## config.mk

```make
export PLATFORM = sky130hd
export DESIGN_NAME = uart_receiver
export DESIGN_NICKNAME = d
export VERILOG_FILES = /design/src/rtl/uart_receiver.sv
export SDC_FILE = /design/constraint.sdc
export NUM_CORES = 1
export LEC_CHECK = 0
export CELL_PAD_IN_SITES_DETAIL_PLACEMENT = 1
export CELL_PAD_IN_SITES_GLOBAL_PLACEMENT = 1
export CORE_MARGIN = 4
export CORE_UTILIZATION = 45
export CTS_BUF_LIST = sky130_fd_sc_hd__clkbuf_8
export CTS_CLUSTER_DIAMETER = 50
export CTS_CLUSTER_SIZE = 30
export DETAILED_ROUTE_END_ITERATION = 16
export PLACE_DENSITY = 0.84
export SLEW_MARGIN = 20
export SYNTH_ARGS = -nofsm -noshare
export SYNTH_HDL_FRONTEND = slang
export SYNTH_SLANG_ARGS = --single-unit
```

## constraint.sdc

```tcl
create_clock -name i_clk -period 2 [get_ports i_clk]
set_clock_uncertainty 0.05 [all_clocks]
set_input_delay 0.2 -clock i_clk [delete_from_list [all_inputs] [get_ports i_clk]]
set_output_delay 0.2 -clock i_clk [all_outputs]
set_load 0.03 [all_outputs]
```

## src/rtl/uart_receiver.sv

```systemverilog
// rtl/uart_receiver.sv - 8N1 UART receiver with 2-flop synchronizer and mid-bit sampling
module uart_receiver #(
    parameter int CLKS_PER_BIT = 16
) (
    input  logic       i_clk,
    input  logic       i_rst,
    input  logic       i_rx,
    output logic [7:0] o_data,
    output logic       o_valid,
    output logic       o_frame_err,
    output logic       busy
);

    localparam int CW = $clog2(CLKS_PER_BIT);
    localparam logic [CW-1:0] CNT_HALF = CW'(CLKS_PER_BIT / 2 - 1);
    localparam logic [CW-1:0] CNT_LAST = CW'(CLKS_PER_BIT - 1);

    typedef enum logic [2:0] {
        IDLE,
        START,
        DATA,
        STOP,
        WAIT_IDLE
    } state_t;

    state_t        state_q, state_d;
    logic [CW-1:0] cnt_q, cnt_d;
    logic [2:0]    bit_idx_q, bit_idx_d;
    logic [7:0]    shift_q, shift_d;
    logic [7:0]    data_q, data_d;
    logic          valid_q, valid_d;
    logic          ferr_q, ferr_d;
    logic          sync1_q;
    logic          rx_s_q;

    always_ff @(posedge i_clk) begin
        if (i_rst) begin
            state_q   <= IDLE;
            cnt_q     <= '0;
            bit_idx_q <= '0;
            shift_q   <= '0;
            data_q    <= 8'h00;
            valid_q   <= 1'b0;
            ferr_q    <= 1'b0;
            sync1_q   <= 1'b1;
            rx_s_q    <= 1'b1;
        end else begin
            state_q   <= state_d;
            cnt_q     <= cnt_d;
            bit_idx_q <= bit_idx_d;
            shift_q   <= shift_d;
            data_q    <= data_d;
            valid_q   <= valid_d;
            ferr_q    <= ferr_d;
            sync1_q   <= i_rx;
            rx_s_q    <= sync1_q;
        end
    end

    // START waits half a bit so every later sample lands mid-bit.
    always_comb begin
        state_d   = state_q;
        cnt_d     = cnt_q;
        bit_idx_d = bit_idx_q;
        shift_d   = shift_q;
        data_d    = data_q;
        valid_d   = 1'b0;
        ferr_d    = 1'b0;
        case (state_q)
            IDLE: begin
                if (!rx_s_q) begin
                    state_d = START;
                    cnt_d   = '0;
                end
            end
            START: begin
                if (cnt_q == CNT_HALF) begin
                    if (!rx_s_q) begin
                        state_d   = DATA;
                        cnt_d     = '0;
                        bit_idx_d = '0;
                    end else begin
                        state_d = IDLE;
                    end
                end else begin
                    cnt_d = cnt_q + CW'(1);
                end
            end
            DATA: begin
                if (cnt_q == CNT_LAST) begin
                    shift_d = {rx_s_q, shift_q[7:1]};
                    cnt_d   = '0;
                    if (bit_idx_q == 3'd7) begin
                        state_d = STOP;
                    end else begin
                        bit_idx_d = bit_idx_q + 3'd1;
                    end
                end else begin
                    cnt_d = cnt_q + CW'(1);
                end
            end
            STOP: begin
                if (cnt_q == CNT_LAST) begin
                    if (rx_s_q) begin
                        data_d  = shift_q;
                        valid_d = 1'b1;
                        state_d = IDLE;
                    end else begin
                        ferr_d  = 1'b1;
                        state_d = WAIT_IDLE;
                    end
                end else begin
                    cnt_d = cnt_q + CW'(1);
                end
            end
            WAIT_IDLE: begin
                if (rx_s_q) begin
                    state_d = IDLE;
                end
            end
            default: begin
                state_d = IDLE;
            end
        endcase
    end

    always_comb begin
        busy        = (state_q != IDLE);
        o_data      = data_q;
        o_valid     = valid_q;
        o_frame_err = ferr_q;
    end

endmodule
```

==> impl_metrics.ini, run 1 <==
[outcome]
run_status = completed

[power]
comb_power_share_pct = 18.5
static-leakage-power_uw = 0.000663
power.net_switching_uw = 451
power-per-cell-area_nw_per_um2 = 957
netSwitchingFraction_pct = 27.9
pwr-share-clk_pct = 38.7
p_seq_share_pct = 42.7
ir_drop_v = 0.000748
internal-power_uw = 1170

[grt]
via_count_of_the_first_global_routing_pass = 1159
grt_overflow = 0
grt_pass1_wl_um = 5890
largest_net_degree_at_the_start_of_global_routing = 16
grt_antenna_before_repair = 0
grt.total_usage_pct = 18.8

[critical_path]
worst-endpoint-required_ns = 1.75
worstRegToRegCells = 6
path_max_fanout = 14
worst_path_dominant_cell_family = buffers and inverters
timing.rr.end = state_q[0]
cpPeakStageDelay_ns = 0.60
cp-end-kind = output pin
critical_path_arrival_ns = 1.68
worstSetupStartpointType = register
rrSetupSlack_ns = 0.17
timing.critical_path.slowest_stage_cell = clkdlybuf4s50_1
type_of_the_worst_setup_path = reg2out
r2r_start = cnt_q[0]
timing.critical_path.buf_inv = 1
worstPathCellList = or3_1, clkdlybuf4s50_1

[min_path]
hold_path.class = reg2reg
worst_hold_path.endpoint = rx_s_q
hold_start = sync1_q
holdPathStages = 1

[yosys]
netlist_area_um2 = 1400
post_synth_main_area_contributors = dfxtp_1 (43%), mux2i_1 (14%), nor2_1 (5.6%), ha_1 (2.7%), nand2_1 (2.4%)
edff_count_synth = 0
ys_dominant_reg_cell = dfxtp_1
ys_ff_latch = 30
ys_seq_area_share_pct = 43.0
synth_top_area_share_pct = 43.0
synth_nets = 152
netlist.top_cell.by_area = dfxtp_1
synthesis.yosys.warnings = 0
synth.avg_cell_area_um2 = 9.57
synth.distinct_cells = 42
synthCells = 146
synth-async-reset-ratio_pct = 0

[floorplanning]
floorplan.die_area_um2 = 4060
floorplan.core_area_um2 = 2850
dieWidth_um = 63.7
number_of_placement_rows = 19
initial_utilization_pct = 49.0
die_h_um = 63.7
floorplan.io_pins = 14

[clock_tree]
ctsHtreeMaxLevel = 2
cts.path.max_buffers = 2
ctsResizeCount = 2
clock-sinks = 30
cts-buffers-inserted = 5
cts.reportedPaths.clkPinSlew_ns = 0.07
clk-insertion-delay-late_ns = 0.29
cts_root_buf = clkbuf_8
post-cts-setup-buffers = 0
cts_hold_buffers = 0
cts_tree = yes

[place]
hpwlAfterDp_um = 2240
gp_routability_congestion = 0.786
port-buffer-count = 13
place.detailed.instances = 187

[layout]
n_antenna_cell = 0
regArea_um2 = 603
area_growth_pct = 20.9
finish.utilization_pct = 59.3
fraction_of_final_layout_cells_sized_beyond_drive_strength_1_pct = 14.7
nNetsFinal = 169
fillCellCount = 323
multiInputGateArea_um2 = 742
layout.cells.non_filler = 194

[timing]
timing_worst_slew_pin_value_ns = 0.435
drv_slew = 0
achievable-frequency_ghz = 0.519
slew_headroom_pct = 70.9
min_period_over_period_pct = 96.3
rsz0062_at_grt = no
fin_setup_tns_ns = 0
setup_violations = 0
timing.final.crit_period_ns = 1.93
count_of_final_hold_check_violations = 0

[drt]
drc = 0
route.detailed.vias_per_inst = 5.74
antenna_left = 0
drt-pass1-iter-count = 4
number_of_vias_in_the_routed_layout = 1114
detailed_route_wire_length_per_cell_um = 17.3
initialDrtViolationCount = 42
aggregate_routed_wire_length_um = 3360

[flow_run]
max-cap-violations = 0
-- synth_stat cells (3+ instances only) --
| master | number |
|---|---|
| inv_1 | 4 |
| ha_1 | 3 |
| nor2b_1 | 5 |
| nor3b_1 | 3 |
| nor2_1 | 21 |
| xnor2_1 | 3 |
| mux2i_1 | 19 |
| nor3_1 | 3 |
| clkbuf_1 | 5 |
| buf_2 | 3 |
| dfxtp_1 | 30 |
| nand2_1 | 9 |
-- cells in the final DEF (no fill, tap or decap), types with 3 or more instances in the layout --
| cell | n |
|---|---|
| dfxtp_1 | 28 |
| nor2_1 | 21 |
| mux2i_1 | 19 |
| clkdlybuf4s50_1 | 13 |
| nand2_1 | 9 |
| clkbuf_8 | 6 |
| buf_4 | 6 |
| nor2b_1 | 5 |
| inv_1 | 4 |
| xnor2_1 | 3 |
| nor3b_1 | 3 |
| nor3_1 | 3 |
| ha_1 | 3 |
-- final cells by class --
cell class / instances / share of cell area [%]
Clock inverter: 1 / 1.78
Sequential cell: 30 / 35.7
Tap cell: 31 / 2.29
Clock buffer: 6 / 4.89
Inverter: 5 / 1.11
Multi-Input combinational cell: 102 / 43.9
Timing Repair Buffer: 19 / 10.4
-- state kept, by name (all words and copies together), names as in the netlist --
name	cells
state_q	3
o_data	8
bit_idx_q	3
o_valid	1
o_frame_err	1
rx_s_q	1
cnt_q	4
sync1_q	1
shift_q	8
-- power groups by stage --
| stage | Sequential [uW] | Combinational (uW) | Clock (uW) |
|---|---|---|---|
| 3_5_place_dp | 702 | 289 | 0 |
| 5_1_grt | 700 | 327 | 679 |
| 6_report | 691 | 300 | 627 |
| 4_1_cts | 691 | 296 | 642 |
| 2_1_floorplan | 649 | 263 | 0 |
| 3_3_place_gp | 694 | 279 | 0 |
-- cells by family (layout without fill, tap and decap cells) --
family	Yosys count	after routing	synth area share, %
XOR/XNOR	4	4	2.51
buffers and inverters	14	31	4.56
flip-flops	30	30	43.0
adder cells (fa/ha/maj)	3	3	2.69
AO/OA/AOI/OAI	18	18	10.1
multiplexers	20	20	14.4
AND/OR/NAND/NOR	57	57	22.7
-- layer usage --
metal  vias up  GRT usage [%]  part of all wire (%)
li1        541              -                     -
met1       547           22.6                    46
met5         -              0                     0
met4         0           7.28                   1.8
met3         8           6.13                   3.2
met2        18           31.3                    49
-- through the flow --
| step | hold WS (ns) | cell area, um2 | power, uW | setup WS (ns) |
|---|---|---|---|---|
| floorplan | 0.254 | 1400 | 912 | 0.226 |
| global placement | 0.342 | 1570 | 973 | 0.264 |
| detailed placement | 0.353 | 1570 | 991 | 0.192 |
| CTS | 0.370 | 1680 | 1630 | 0.0668 |
| global route | 0.380 | 1690 | 1710 | 0.0283 |
| finish | 0.372 | 1690 | 1620 | 0.0748 |
-- how the worst max path moves through the flow --
stage | from | endpoint | depth (start not counted)
after detailed placement | state_q[0] | state_q[0] | 4
after global placement | cnt_q[0] | state_q[0] | 5
after global routing | state_q[0] | busy | 2
after floorplan | cnt_q[0] | state_q[0] | 5
after CTS | state_q[0] | busy | 2
final | state_q[1] | busy | 2
(Power assumes the default switching activity.)
==> inputs of run 2 (changes only) <==
--- a/constraint.sdc
+++ b/constraint.sdc
@@ -3,3 +3,3 @@
 set_input_delay 0.2 -clock i_clk [delete_from_list [all_inputs] [get_ports i_clk]]
 set_output_delay 0.2 -clock i_clk [all_outputs]
-set_load 0.03 [all_outputs]
+set_load 0.01 [all_outputs]
==> impl_metrics.ini, run 2 (same netlist as run 1, synthesis figures left out) <==
[outcome]
run_status = completed

[timing]
fin_setup_tns_ns = 0
rsz0062_at_grt = no
achievable-frequency_ghz = 0.522
holdWs_ns = 0.360
slew_headroom_pct = 62.3
count_of_final_hold_check_violations = 0
setup_violations = 0
drv_slew = 0
min_period_over_period_pct = 95.8
timing.final.crit_period_ns = 1.92
timing_worst_slew_pin_value_ns = 0.564

[floorplanning]
floorplan.die_area_um2 = 4060
die_h_um = 63.7
dieWidth_um = 63.7
floorplan.io_pins = 14
floorplan.core_area_um2 = 2850
initial_utilization_pct = 49.0
number_of_placement_rows = 19

[layout]
layout.cells.non_filler = 193
nNetsFinal = 168
final_cell_mix = dfxtp_1 (30), nor2_1 (21), mux2i_1 (19)
finish.utilization_pct = 57.4
fraction_of_final_layout_cells_sized_beyond_drive_strength_1_pct = 13.0
layout_commonest_cell = dfxtp_1
fillCellCount = 325
n_antenna_cell = 0
area_growth_pct = 17.2

[clock_tree]
cts.path.max_buffers = 2
cts.reportedPaths.clkPinSlew_ns = 0.06
clk-insertion-delay-late_ns = 0.28
cts_root_buf = clkbuf_8
clock-sinks = 30
post-cts-setup-buffers = 0
cts-buffers-inserted = 5
cts_tree = yes
ctsHtreeMaxLevel = 2
cts_hold_buffers = 0
ctsResizeCount = 0

[drt]
drt-pass1-iter-count = 3
route.detailed.vias_per_inst = 5.61
number_of_vias_in_the_routed_layout = 1082
detailed_route_wire_length_per_cell_um = 15.7
initialDrtViolationCount = 31
antenna_left = 0
drc = 0
aggregate_routed_wire_length_um = 3030

[critical_path]
worstSetupStartpointType = register
cpPeakStageDelay_ns = 0.68
type_of_the_worst_setup_path = reg2out
cp-end-kind = output pin
worstPathCellList = or3_1, clkdlybuf4s50_1
worst-endpoint-required_ns = 1.75
timing.critical_path.slowest_stage_cell = dfxtp_1
path_max_fanout = 14
critical_path_arrival_ns = 1.67

[flow_run]
max-cap-violations = 0

[power]
ir_drop_v = 0.000436
totalPowerFinal_uw = 1410
power-per-cell-area_nw_per_um2 = 862
static-leakage-power_uw = 0.000644

[grt]
largest_net_degree_at_the_start_of_global_routing = 19
via_count_of_the_first_global_routing_pass = 1180
grt_pass1_wl_um = 5460
grt_antenna_before_repair = 0
grt.total_usage_pct = 17.0
grt_overflow = 0

[place]
place.detailed.instances = 186
port-buffer-count = 13
hpwlAfterDp_um = 2150
gp_routability_congestion = 0.825

[min_path]
hold_path.class = reg2reg
run 2: critical path: cells and delay by family (launching register included):
kind,cells,cell delay [ns]
buffers and inverters,1,0.53
DFF,1,0.68
and+or+nand+nor,1,0.19
run 2: final cells by class:
| class | count | area [um2] | share of cell area [%] |
|---|---|---|---|
| clock buffer | 5 | 68.8 | 4.20 |
| sequential | 30 | 601 | 36.7 |
| clock inverter | 2 | 10.0 | 0.611 |
| timing repair buffer | 18 | 168 | 10.2 |
| multi-input combinational | 102 | 733 | 44.8 |
| tap | 31 | 38.8 | 2.37 |
| inverter | 5 | 18.8 | 1.15 |
run 2: worst paths after layout:
| kind | startpoint | end | slack [ns] | cells after the start |
|---|---|---|---|---|
| min | sync1_q | rx_s_q | 0.36 | 1 |
| max | state_q[1] | busy | 0.08 | 2 |
| max reg2reg | cnt_q[0] | cnt_q[0] | 0.13 | 6 |
| min reg2reg | sync1_q | rx_s_q | 0.36 | 1 |
run 2: report_power, final:
part           leakage [uW]  total [uW]  switching [uW]  internal (uW)
combinational      0.000357         277             136            141
sequential         0.000242         686            62.4            623
clock             0.0000438         449             217            233
run 2: routing by layer:
metal	part of all wire, %	track usage (%)	vias up
met4	2.9	9.70	0
met5	0	0	-
met1	47	20.7	516
li1	-	-	535
met2	47	26.5	20
met3	2.2	5.43	11
run 2: metrics by stage:
step | cell area, um2 | worst slack [ns]
2_1_floorplan | 1400 | 0.226
3_3_place_gp | 1560 | 0.266
3_5_place_dp | 1560 | 0.162
4_1_cts | 1640 | 0.0867
5_1_grt | 1640 | 0.0172
6_report | 1640 | 0.0839
==> inputs of run 3 (changes only) <==
--- a/config.mk
+++ b/config.mk
@@ -10,5 +10,5 @@
 export CORE_MARGIN = 4
 export CORE_UTILIZATION = 45
-export CTS_BUF_LIST = sky130_fd_sc_hd__clkbuf_8
+export CTS_BUF_LIST = sky130_fd_sc_hd__clkbuf_4 sky130_fd_sc_hd__clkbuf_8
 export CTS_CLUSTER_DIAMETER = 50
 export CTS_CLUSTER_SIZE = 30
--- a/constraint.sdc
+++ b/constraint.sdc
@@ -3,3 +3,3 @@
 set_input_delay 0.2 -clock i_clk [delete_from_list [all_inputs] [get_ports i_clk]]
 set_output_delay 0.2 -clock i_clk [all_outputs]
-set_load 0.01 [all_outputs]
+set_load 0.1 [all_outputs]
==> impl_metrics.ini, run 3 (same netlist as run 1, synthesis figures left out) <==
[outcome]
run_status = completed

[clock_tree]
ctsResizeCount = 0
cts.reportedPaths.clkPinSlew_ns = 0.11
post-cts-setup-buffers = 0
clk-insertion-delay-late_ns = 0.34
cts-buffers-inserted = 5
cts_hold_buffers = 0
cts_tree = yes
ctsHtreeMaxLevel = 2
cts.path.max_buffers = 2
cts_root_buf = clkbuf_4
clock-sinks = 30

[place]
gp_routability_congestion = 0.870
hpwlAfterDp_um = 2440
dpl_cell_area_um2 = 1560
place.detailed.instances = 188
port-buffer-count = 13
dp_worst_setup_slack_ns = 0.201

[drt]
route.detailed.vias_per_inst = 5.61
drt-pass1-iter-count = 4
number_of_vias_in_the_routed_layout = 1099
aggregate_routed_wire_length_um = 3320
initialDrtViolationCount = 42
antenna_left = 0
detailed_route_wire_length_per_cell_um = 16.9
drc = 0

[floorplanning]
floorplan.io_pins = 14
die_h_um = 63.7
number_of_placement_rows = 19
floorplan.die_area_um2 = 4060
floorplan.core_area_um2 = 2850
dieWidth_um = 63.7
initial_utilization_pct = 49.0

[layout]
fillCellCount = 345
area_growth_pct = 16.1
layout.cells.non_filler = 196
n_antenna_cell = 0
design_area_um2 = 1620
nNetsFinal = 170
layout_commonest_cell = dfxtp_1
final_cell_mix = dfxtp_1 (30), nor2_1 (21), mux2i_1 (19)
fraction_of_final_layout_cells_sized_beyond_drive_strength_1_pct = 21.2

[power]
ir_drop_v = 0.000491
pwr-share-clk_pct = 27.5
internal-power_uw = 959
static-leakage-power_uw = 0.000670
netSwitchingFraction_pct = 35.3
power-per-cell-area_nw_per_um2 = 913
comb_power_share_pct = 26.8
p_seq_share_pct = 45.7
power.net_switching_uw = 522

[critical_path]
worst-endpoint-required_ns = 1.75
type_of_the_worst_setup_path = reg2out
cp-end-kind = output pin
timing.critical_path.to = busy
rrSetupSlack_ns = 0.19
critical_path_arrival_ns = 1.63
timing.rr.end = state_q[0]
r2r_start = cnt_q[0]
worstSetupStartpointType = register
cp-startpoint = state_q[0]
path_max_fanout = 10
worstRegToRegCells = 5

[grt]
grt.total_usage_pct = 17.3
via_count_of_the_first_global_routing_pass = 1149
grt_pass1_wl_um = 5530
grt_overflow = 0
grt_antenna_before_repair = 0
largest_net_degree_at_the_start_of_global_routing = 14

[timing]
min_period_over_period_pct = 94.0
fin_setup_tns_ns = 0
slew_headroom_pct = 67.1
timing.final.crit_period_ns = 1.88
setup_violations = 0
count_of_final_hold_check_violations = 0
holdWs_ns = 0.383
timing_worst_slew_pin_value_ns = 0.490
final_worst_setup_slack_ns = 0.120
rsz0062_at_grt = no
achievable-frequency_ghz = 0.532
drv_slew = 0

[min_path]
hold_path.class = reg2reg
holdPathStages = 1

[flow_run]
max-cap-violations = 0
run 3: changes by cell type in the layout (fill, tap and decap cells not counted), sizes merged:
cell	previous run	this run
buf	5	18
clkbuf	5	6
clkdlybuf4s50	13	2
clkinv	2	1
clkinvlp	0	1
run 3: metal layers:
layer | vias up | wire [um] | GRT usage [%]
met5 | - | 0 | 0
met3 | 2 | 103 | 3.68
li1 | 540 | - | -
met1 | 542 | 1560 | 21.7
met2 | 15 | 1630 | 29.9
met4 | 0 | 25 | 4.85
run 3: critical path: stages (launching register included):
cell	delay (ns)
dfxtp_1	0.45
buf_4	0.23
or3_1	0.42
buf_12	0.19
run 3: worst min path at each step:
stage | from | to | slack, ns
after floorplan | i_rx | sync1_q | 0.25
after global placement | sync1_q | rx_s_q | 0.34
after detailed placement | sync1_q | rx_s_q | 0.35
after CTS | i_rx | sync1_q | 0.39
after global routing | i_rx | sync1_q | 0.39
final | sync1_q | rx_s_q | 0.38
run 3: through the flow:
step | util, % | total power (uW)
after CTS | 56.9 | 1480
after global routing | 56.9 | 1550
after global placement | 54.6 | 1060
after floorplan | - | 971
final | 56.9 | 1480
after detailed placement | 54.6 | 1090
run 3: power groups by stage:
stage	sequential, uW	clock [uW]	combinational (uW)
floorplan	649	0	322
global placement	685	0	380
detailed placement	688	0	397
CTS	675	409	399
global route	684	438	429
finish	678	407	397
run 3: layout make-up:
cell class              instances  area (um2)  area share (%)
clock buffers                   6        51.3            3.16
clock inverters                 2        12.5           0.771
inverters                       5        18.8            1.16
multi-input cells             102         733            45.2
flip-flops and latches         30         601            37.0
well taps                      31        38.8            2.39
repair buffers                 20         168            10.3
